**config.mk**
```make
export PLATFORM = sky130hd
export DESIGN_NAME = ysyx_22041207_mem_arbiter
export DESIGN_NICKNAME = d
export VERILOG_FILES = /design/src/rtl/ysyx_22041207_mem_arbiter.sv
export SDC_FILE = /design/constraint.sdc
export NUM_CORES = 1
export LEC_CHECK = 0
export BUFFER_PORTS_ARGS = -buffer_cell sky130_fd_sc_hd__buf_2
export CORE_AREA = 3 3 208 210
export DETAILED_ROUTE_END_ITERATION = 7
export DIE_AREA = 0 0 211 213
export PLACE_DENSITY = 0.36
export SYNTH_ARGS = -nofsm -noshare
export SYNTH_HDL_FRONTEND = slang
export SYNTH_SLANG_ARGS = --single-unit
```
**constraint.sdc**
```tcl
create_clock -name clk -period 2.5 [get_ports clk]
set_input_delay 0.5 -clock clk [delete_from_list [all_inputs] [get_ports clk]]
set_output_delay 0.5 -clock clk [all_outputs]
set_load 0.01 [all_outputs]
```
**src/rtl/ysyx_22041207_mem_arbiter.sv**
```systemverilog
// Two-requester arbiter for the single data-memory port.
// IF (fetch, read-only) and ME (load/store) share one downstream port.
// ME normally wins. After STARVE_LIMIT lost contentions in a row, IF wins
// the next contention. Exactly one transaction is in flight at a time:
// IDLE (arbitrate) -> ISSUE (present request) -> WAIT (await response).
//
// Handshakes: a transfer happens on a cycle where valid and ready are both
// high. A requester keeps valid and its fields steady until it sees ready.
// In IDLE, ready is a combinational function of the current valids.
// mem_req_valid stays high in ISSUE, with the latched fields held, until
// mem_req_ready. Each response is a single-cycle rvalid pulse, routed to the
// owner of the transaction only while in WAIT.
module ysyx_22041207_mem_arbiter #(
  parameter int STARVE_LIMIT = 4,
  parameter int AW           = 64,
  parameter int DW           = 64
) (
  input  logic              clk,
  input  logic              rst,
  input  logic              if_req_valid,
  output logic              if_req_ready,
  input  logic [AW-1:0]     if_addr,
  output logic              if_rvalid,
  output logic [DW-1:0]     if_rdata,
  input  logic              me_req_valid,
  output logic              me_req_ready,
  input  logic [AW-1:0]     me_addr,
  input  logic              me_wen,
  input  logic [DW-1:0]     me_wdata,
  input  logic [DW/8-1:0]   me_wmask,
  output logic              me_rvalid,
  output logic [DW-1:0]     me_rdata,
  output logic              mem_req_valid,
  input  logic              mem_req_ready,
  output logic [AW-1:0]     mem_addr,
  output logic              mem_wen,
  output logic [DW-1:0]     mem_wdata,
  output logic [DW/8-1:0]   mem_wmask,
  input  logic              mem_rvalid,
  input  logic [DW-1:0]     mem_rdata,
  output logic              busy
);

  localparam int         MW    = DW / 8;
  localparam logic [3:0] LIMIT = 4'(STARVE_LIMIT);

  typedef enum logic [1:0] {
    S_IDLE  = 2'd0,
    S_ISSUE = 2'd1,
    S_WAIT  = 2'd2
  } state_t;

  state_t          state;
  logic            owner_me;
  logic [3:0]      starve_cnt;
  logic [AW-1:0]   addr_q;
  logic            wen_q;
  logic [DW-1:0]   wdata_q;
  logic [MW-1:0]   wmask_q;

  logic            arb_en;
  logic            both_valid;
  logic            if_win;
  logic            me_win;
  logic            resp_en;

  // Arbitration: only while idle and out of reset; IF wins alone or when starved
  always_comb begin
    arb_en     = (state == S_IDLE) && !rst;
    both_valid = if_req_valid && me_req_valid;
    if_win     = arb_en && if_req_valid && (!me_req_valid || (starve_cnt == LIMIT));
    me_win     = arb_en && me_req_valid && !(if_req_valid && (starve_cnt == LIMIT));
    resp_en    = (state == S_WAIT) && !rst;
  end

  // Transaction FSM: latch the winner, issue downstream, wait for the response
  always_ff @(posedge clk) begin
    if (rst) begin
      state      <= S_IDLE;
      owner_me   <= 1'b0;
      starve_cnt <= 4'd0;
      addr_q     <= '0;
      wen_q      <= 1'b0;
      wdata_q    <= '0;
      wmask_q    <= '0;
    end else begin
      case (state)
        S_IDLE: begin
          if (if_win) begin
            addr_q     <= if_addr;
            wen_q      <= 1'b0;
            wdata_q    <= '0;
            wmask_q    <= '0;
            owner_me   <= 1'b0;
            starve_cnt <= 4'd0;
            state      <= S_ISSUE;
          end else if (me_win) begin
            addr_q   <= me_addr;
            wen_q    <= me_wen;
            wdata_q  <= me_wdata;
            wmask_q  <= me_wmask;
            owner_me <= 1'b1;
            // Only a contended loss counts against IF; saturate at the limit
            if (both_valid && (starve_cnt < LIMIT)) begin
              starve_cnt <= starve_cnt + 4'd1;
            end
            state <= S_ISSUE;
          end
        end
        S_ISSUE: begin
          if (mem_req_ready) begin
            state <= S_WAIT;
          end
        end
        S_WAIT: begin
          if (mem_rvalid) begin
            state <= S_IDLE;
          end
        end
        default: state <= S_IDLE;
      endcase
    end
  end

  assign if_req_ready  = if_win;
  assign me_req_ready  = me_win;

  assign mem_req_valid = (state == S_ISSUE) && !rst;
  assign mem_addr      = addr_q;
  assign mem_wen       = wen_q;
  assign mem_wdata     = wdata_q;
  assign mem_wmask     = wmask_q;

  // Responses reach only the owner and only while waiting for one
  assign if_rvalid = resp_en && !owner_me && mem_rvalid;
  assign me_rvalid = resp_en &&  owner_me && mem_rvalid;
  assign if_rdata  = (resp_en && !owner_me) ? mem_rdata : '0;
  assign me_rdata  = (resp_en &&  owner_me) ? mem_rdata : '0;

  assign busy = (state != S_IDLE);

endmodule

```
After elaboration in Yosys (flattened, before gate mapping). Index checks and enable logic that the tools add are counted.

Add/subtract/negate cells: 1. Magnitude comparators: 1. Eq/ne operators: 6. Multiplexer cells: 20. Reduce and logical (&&, ||, !) cells: 26.

Operators by type and width (count): $mux W64 (6); $mux W8 (2); $logic_and A1 B1 Y1 (14); $mux W4 (3); $mux W2 (4); $pmux W2 S3 (1); $reduce_and A3 Y1 (2); $reduce_bool A2 Y1 (3); $add A4 B1 Y4 const B (1); $eq A4 B3 Y1 const B (1); $logic_not A1 Y1 (4); $lt A4 B3 Y1 const B (1); $mux W1 (4); $ne A2 B2 Y1 const B (2); $ne A3 B3 Y1 const B (1); $eq A2 B1 Y1 const B (1); $eq A2 B2 Y1 const B (1); $logic_not A2 Y1 (1); $reduce_and A2 Y1 (1); $logic_or A1 B1 Y1 (1).

Register bits: 144. Bits of input ports: 271. Output and inout port bits: 271. Logic and storage cells: 61.

Logic depth before layout (Yosys ltp). Gate-level depths: netlist (run 1).

Depth after elaboration: 7. Depth in mapped cells: 9. Gate-level depth less buffers: 7.

Worst setup path after synthesis (run 1). Ideal clock, no wire load.

Kind: input to output. Start: input port rst. End: output port me_rdata[13]. Arrival: 1.450 ns. Slack: 0.550 ns. Cell stages on the path: 4. Path buffers: 2. Path through: nor4bb_1 clkbuf_1 clkbuf_1 and2_1.

Longest elaborated chain between the ends: 4.

Ends and longest elaborated chain: start, declared (line 19) `input logic rst,`; $logic_not A1 Y1 (line 73) `resp_en = (state == S_WAIT) && !rst;`; $logic_and A1 B1 Y1 (line 73); $logic_and A1 B1 Y1 (line 138) `assign me_rdata = (resp_en && owner_me) ? mem_rdata : '0;`; $mux W64 (line 138); end, declared (line 32) `output logic [DW-1:0] me_rdata,`.

Every way passes these cells.

Final worst setup path (run 1).
Start: register starve_cnt[0]. End: output port me_req_ready.

Longest elaborated chain between the ends: 4.

Ends and longest elaborated chain: start, declared (line 55) `logic [3:0] starve_cnt;`; start signal, assigned (line 105) `starve_cnt <= starve_cnt + 4'd1;`; $eq A4 B3 Y1 (line 72) `me_win = arb_en && me_req_valid && !(if_req_valid && (starve_cnt == LIMIT));`; $logic_and A1 B1 Y1 (line 72); $logic_not A1 Y1 (line 72); $logic_and A1 B1 Y1 (line 72); end, declared (line 26) `output logic me_req_ready,`.

Every way passes these cells.

==> qor.txt, run 1 <==
Status: finished clean
Die area: 0.0449 mm²
Gate count of the mapped netlist: 792
Chip width: 211 µm
Starting DRT DRC Count: 372
Setup ws final: 0.0768 ns
Global-route wire length before repair: 46.2 mm
Hold Fails Final Rpt: 0
Net Sw Frac: 30.0%
Final setup vio count: 0
Number of CTS-inserted buffers: 17
Crit Reg-Reg Startpoint: starve_cnt[0]$_SDFFE_PP0P_
DR vias: 7661
Drt pass-1 iters: 5
DRC Markers: 0
Clock-pin slew on the worst setup and hold paths: 0.06 ns
Combinational share of power: 21.5%
Clock power share: 40.8%
Sequential Power Share: 37.7%
Clk_lat worst skew: 0.46 ns
RSZ-0062 raised after global routing: true
Layout area overhead: 64.2%
Reg2reg path depth: 8
Dpl hpwl: 24.1 mm
P_int: 4.98 mW
Rows: 75
Final core utilization: 25.0%
DRT Wirelength: 32.6 mm
HP Class: in2reg
Unique masters post-synth: 28
CP Launch Type: flip-flop
Data required, critical path: 2.00 ns
Fillers: 4653
Bufs on Longest Clock Path: 2
Synth Cell Area: 0.00635 mm²
CTS Root Cell: clkbuf_16
GRT overflow: 0
Sink Count: 144
Core footprint: 0.0418 mm²
Crit Path Class: reg2out
Final min period: 2.42 ns
Die height: 213 µm
Pwr Density: 682 mW/mm²
Synth warn: 0
Hold_ws: 0.277 ns
Largest net degree at the start of global routing: 74
Yosys reg bits: 144
Share of layout cells above drive strength 1: 46.7%
Layout Nets: 1575
Post-DR vias/cell: 4.13
Final worst path period share: 96.9%
Initial Utilization: 15.2%
P_sw: 2.13 mW
MaxCap Viol Count: 0
CP Capture Point: me_req_ready
Routed WL per cell: 17.6 µm
Ports: 542
Gr usage total: 13.6%
Register area share after synthesis: 45.4%
Mean Syn Cell Area: 8.02 µm²
Reg-to-reg critical path endpoint: mem_wdata[7]$_SDFFE_PP0P_
Slew HR: 42.7%
Worst VDD drop: 434 µV
Vias in the first global route: 7460
Critical path capture point type: output port
Sequential cell area: 0.00289 mm²
Worst Tran Pin Value: 0.860 ns
Mapped Nets: 1065
Multi-input gate area: 0.00317 mm²
Leak pwr: 5.48 nW
Worst EP arrival: 1.92 ns
Clock Skew: 0.00827 ns
Setup crit start: starve_cnt[0]$_SDFFE_PP0P_
Max Slew Vio Count: 0
Fmax: 413 MHz
CP max FO: 3
Final ANT Viol Nets: 0
Worst R2R Setup Slack: 0.42 ns
H-Tree Level Count: 4
Routability congestion estimate: 0.874
TritonCTS clock tree: built
Setup WS pre-CTS: 0.212 ns
Count of input and output buffers: 541
Initial antenna violation count: 4
==> sequential cells by signal (all words and copies together) (netlist names) <==
name and cells:
state 2, owner_me 1, mem_wdata 64, mem_wmask 8, starve_cnt 4, mem_addr 64
mem_wen 1
==> stage by stage <==
step	TNS [ns]	instances	total power, mW	area [µm²]
global placement	0	1817	4.28	9700
detailed placement	0	1817	4.28	9700
global route	-0.0405	1854	7.51	10400
finish	0	1854	7.11	10400
floorplan	0	792	3.46	6350
CTS	-0.00859	1849	7.28	10400
==> critical path: stages (launching register included) <==
cell       delay [ns]
dfxtp_2          0.34
inv_2            0.06
ha_4             0.15
and3b_2          0.25
a2111oi_4        0.45
buf_2            0.22
==> synthesized netlist by cell type <==
cell | n | share of area (%)
nor2_1 | 80 | 4.7
a21o_1 | 1 | 0.12
a22oi_1 | 73 | 8.6
and3b_1 | 1 | 0.14
a31oi_1 | 1 | 0.099
nor3b_1 | 1 | 0.12
dfxtp_1 | 144 | 45
nor3_1 | 3 | 0.24
nor2b_1 | 1 | 0.099
buf_6 | 5 | 0.89
and2_1 | 130 | 13
nor4bb_1 | 1 | 0.16
o21ai_0 | 69 | 5.4
buf_1 | 8 | 0.47
clkbuf_1 | 37 | 2.2
inv_1 | 5 | 0.30
a21oi_1 | 132 | 10
nor4b_1 | 1 | 0.14
ha_1 | 2 | 0.39
buf_2 | 23 | 1.8
buf_4 | 1 | 0.12
o21a_1 | 1 | 0.12
nand2_1 | 66 | 3.9
nor4b_4 | 1 | 0.37
nand4_1 | 2 | 0.20
or2_4 | 1 | 0.14
a2111oi_4 | 1 | 0.43
o211a_1 | 1 | 0.16
==> logic make-up after synthesis <==
group | Yosys count | share of synthesized area (%)
AND/OR/NAND/NOR | 288 | 23.0
AO/OA/AOI/OAI | 279 | 25.4
flip-flops | 144 | 45.4
buffers and inverters | 79 | 5.77
adder cells (fa/ha/maj) | 2 | 0.394
==> cell type report <==
type / instances / share of cell area, %
tap: 539 / 6.47
antenna: 1 / 0.0240
clock buffer: 18 / 4.21
multi-input combinational: 569 / 30.4
clock inverter: 13 / 2.00
inverter: 5 / 0.180
timing repair buffer: 565 / 29.0
sequential: 144 / 27.7
==> timing repair <==
item,4_1_cts,5_1_grt
cloned,0,1
buffers inserted,1,3
endpoints found under the setup margin,73,64
gates resized for setup,7,4
pin swaps,1,4
hold buffers,0,0
==> how the worst min path moves through the flow <==
stage	from	to	slack [ns]	cells past startpoint
6_report	me_addr[38]	mem_addr[38]$_SDFFE_PP0P_	0.28	3
5_1_grt	me_addr[43]	mem_addr[43]$_SDFFE_PP0P_	0.25	3
4_1_cts	me_addr[2]	mem_addr[2]$_SDFFE_PP0P_	0.21	3
3_5_place_dp	mem_wdata[58]$_SDFFE_PP0P_	mem_wdata[58]$_SDFFE_PP0P_	0.48	2
3_3_place_gp	mem_wdata[35]$_SDFFE_PP0P_	mem_wdata[35]$_SDFFE_PP0P_	0.47	2
2_1_floorplan	starve_cnt[3]$_SDFFE_PP0P_	starve_cnt[3]$_SDFFE_PP0P_	0.46	1
==> power by group through the flow <==
stage / sequential, mW / clock (mW) / combinational (mW)
2_1_floorplan: 2.83 / 0 / 0.631
3_3_place_gp: 2.73 / 0 / 1.55
3_5_place_dp: 2.73 / 0 / 1.55
4_1_cts: 2.68 / 3.05 / 1.55
5_1_grt: 2.71 / 3.11 / 1.69
6_report: 2.68 / 2.90 / 1.53
==> cells in the final DEF, fill, tap and decap left out, types with 4 or more instances in the layout <==
cell type	instances
buf_2	541
dfxtp_1	140
a21oi_1	132
and2_1	130
nor2_1	79
a22oi_1	73
o21ai_0	67
nand2_1	66
clkbuf_16	18
buf_4	13
buf_12	9
bufinv_16	5
dfxtp_2	4
==> metal layers <==
layer  wire length (µm)  global-route usage, %  up-vias
met4                735                   5.54        6
met3               2530                   4.67       45
li1                   -                      -     3734
met2              15600                   22.7      314
met1              13700                   16.2     3562
met5                 42                      0        -
(Power assumes the default switching activity.)
==> run 2: changes to the inputs <==
--- a/config.mk
+++ b/config.mk
@@ -5,11 +5,11 @@
 export SDC_FILE = /design/constraint.sdc
 export NUM_CORES = 1
 export LEC_CHECK = 0
-export BUFFER_PORTS_ARGS = -buffer_cell sky130_fd_sc_hd__buf_2
 export CORE_AREA = 3 3 208 210
 export DETAILED_ROUTE_END_ITERATION = 7
 export DIE_AREA = 0 0 211 213
-export PLACE_DENSITY = 0.36
+export DONT_BUFFER_PORTS = 1
+export PLACE_DENSITY = 0.3
 export SYNTH_ARGS = -nofsm -noshare
 export SYNTH_HDL_FRONTEND = slang
 export SYNTH_SLANG_ARGS = --single-unit
==> run 2 against run 1 <==
Effect of this change: wire length is 18% lower; maximum frequency is 0.61% higher; largest cell class unchanged; core utilization decreased by 6.4 points.
==> qor.txt, run 2 (synthesized netlist as in run 1, its figures left out) <==
Post-DR vias/cell: 4.28
Largest net degree at the start of global routing: 87
Placed cell count: 1273
Worst Path Buf+Inv: 2
Slew HR: 53.4%
P_sw: 1.92 mW
Commonest cells after routing, fill and taps aside: 140 x dfxtp_1, 132 x a21oi_1, 130 x and2_1
Final core utilization: 18.5%
Number of CTS-inserted buffers: 17
CP max FO: 8
GRT overflow: 0
Data required, critical path: 2.00 ns
Design area: 0.00774 mm²
Total Power: 6.52 mW
Clock-pin slew on the worst setup and hold paths: 0.06 ns
Routability congestion estimate: 0.797
Clk_lat worst skew: 0.47 ns
Worst path cell trace: inv_2 -> ha_2 -> and3b_2 -> a2111oi_4 -> buf_12
Leak pwr: 3.00 nW
CP Launch Type: flip-flop
Max Slew Vio Count: 0
Setup ws final: 0.0915 ns
HP Class: in2reg
Critical path capture point type: output port
Die height: 213 µm
DR vias: 5635
TritonCTS clock tree: built
Die area: 0.0449 mm²
Final min period: 2.41 ns
DRC Markers: 0
Fillers: 4685
Core footprint: 0.0418 mm²
Final setup vio count: 0
Most common cell after layout, fill and taps aside: dfxtp_1
Fmax: 415 MHz
Initial antenna violation count: 2
Clock Skew: 0.0156 ns
H-Tree Level Count: 4
Routed WL per cell: 20.4 µm
Pwr Density: 843 mW/mm²
Chip width: 211 µm
Net Sw Frac: 29.4%
P_int: 4.61 mW
Gr usage total: 11.2%
Bufs on Longest Clock Path: 2
Final worst path period share: 96.3%
Count of input and output buffers: 0
Worst EP arrival: 1.91 ns
Combinational share of power: 13.1%
Layout Nets: 1036
Slowest-stage cell, CP: a2111oi_4
Sequential Power Share: 44.0%
Initial Utilization: 15.2%
DRT Wirelength: 26.9 mm
Setup TNS: 0 ns
Rows: 75
Layout area overhead: 21.9%
Starting DRT DRC Count: 379
Worst VDD drop: 528 µV
Final ANT Viol Nets: 0
Status: finished clean
Drt pass-1 iters: 4
Ports: 542
Dpl cell area: 0.00695 mm²
Hold Fails Final Rpt: 0
Global-route wire length before repair: 36.9 mm
CP peak stage delay: 0.46 ns
MaxCap Viol Count: 0
Hold_ws: 0.0962 ns
Setup WS pre-CTS: 0.323 ns
Worst Tran Pin Value: 0.697 ns
CP top delay family: compound AO/OA/AOI/OAI gates
Share of layout cells above drive strength 1: 9.66%
Vias in the first global route: 5516
Crit Path Class: reg2out
CTS Root Cell: clkbuf_16
Dpl hpwl: 19.3 mm
Sink Count: 144
Layout Cells excl Fill: 1316
Clock power share: 42.9%
## run 2: power by group through the flow
stage	registers, mW	clock network, mW	logic (mW)
after floorplan	2.83	0	0.631
after global placement	2.94	0	0.835
after detailed placement	2.92	0	0.834
after CTS	2.88	2.91	0.869
after global routing	2.90	3.00	0.988
final	2.87	2.80	0.856
## run 2: timing repair
item                                    in CTS  in global routing
pin swaps                                    1                  3
buffers inserted                             2                  5
gates resized for setup                      0                  7
hold buffers                                 0                  0
endpoints found under the setup margin       1                 64
gates cloned                                 2                  1
## run 2: final cells by class
class,count,area (µm²),share of cell area (%)
inverter,5,18.8,0.243
antenna,1,2.50,0.0323
timing repair buffer,26,363,4.69
sequential,144,2890,37.3
tap,539,674,8.71
clock buffer,19,453,5.85
clock inverter,13,184,2.38
multi-input combinational,569,3160,40.8
## run 2: metal layers
metal,track usage (%),wire (µm),vias up
li1,-,-,2651
met1,12.0,9990,2661
met2,18.4,13500,292
met3,5.86,2750,29
met4,5.33,636,2
met5,0,13,-
## run 2: worst paths after layout
kind                              startpoint                    endpoint  slack, ns  cells past startpoint
setup / recovery  starve_cnt[1]$_SDFFE_PP0P_                me_req_ready       0.09                      5
setup reg to reg  starve_cnt[1]$_SDFFE_PP0P_  mem_wdata[18]$_SDFFE_PP0P_       0.28                     10
hold / removal                           rst  mem_wdata[57]$_SDFFE_PP0P_        0.1                      1
hold reg to reg   starve_cnt[0]$_SDFFE_PP0P_  starve_cnt[0]$_SDFFE_PP0P_       0.49                      2
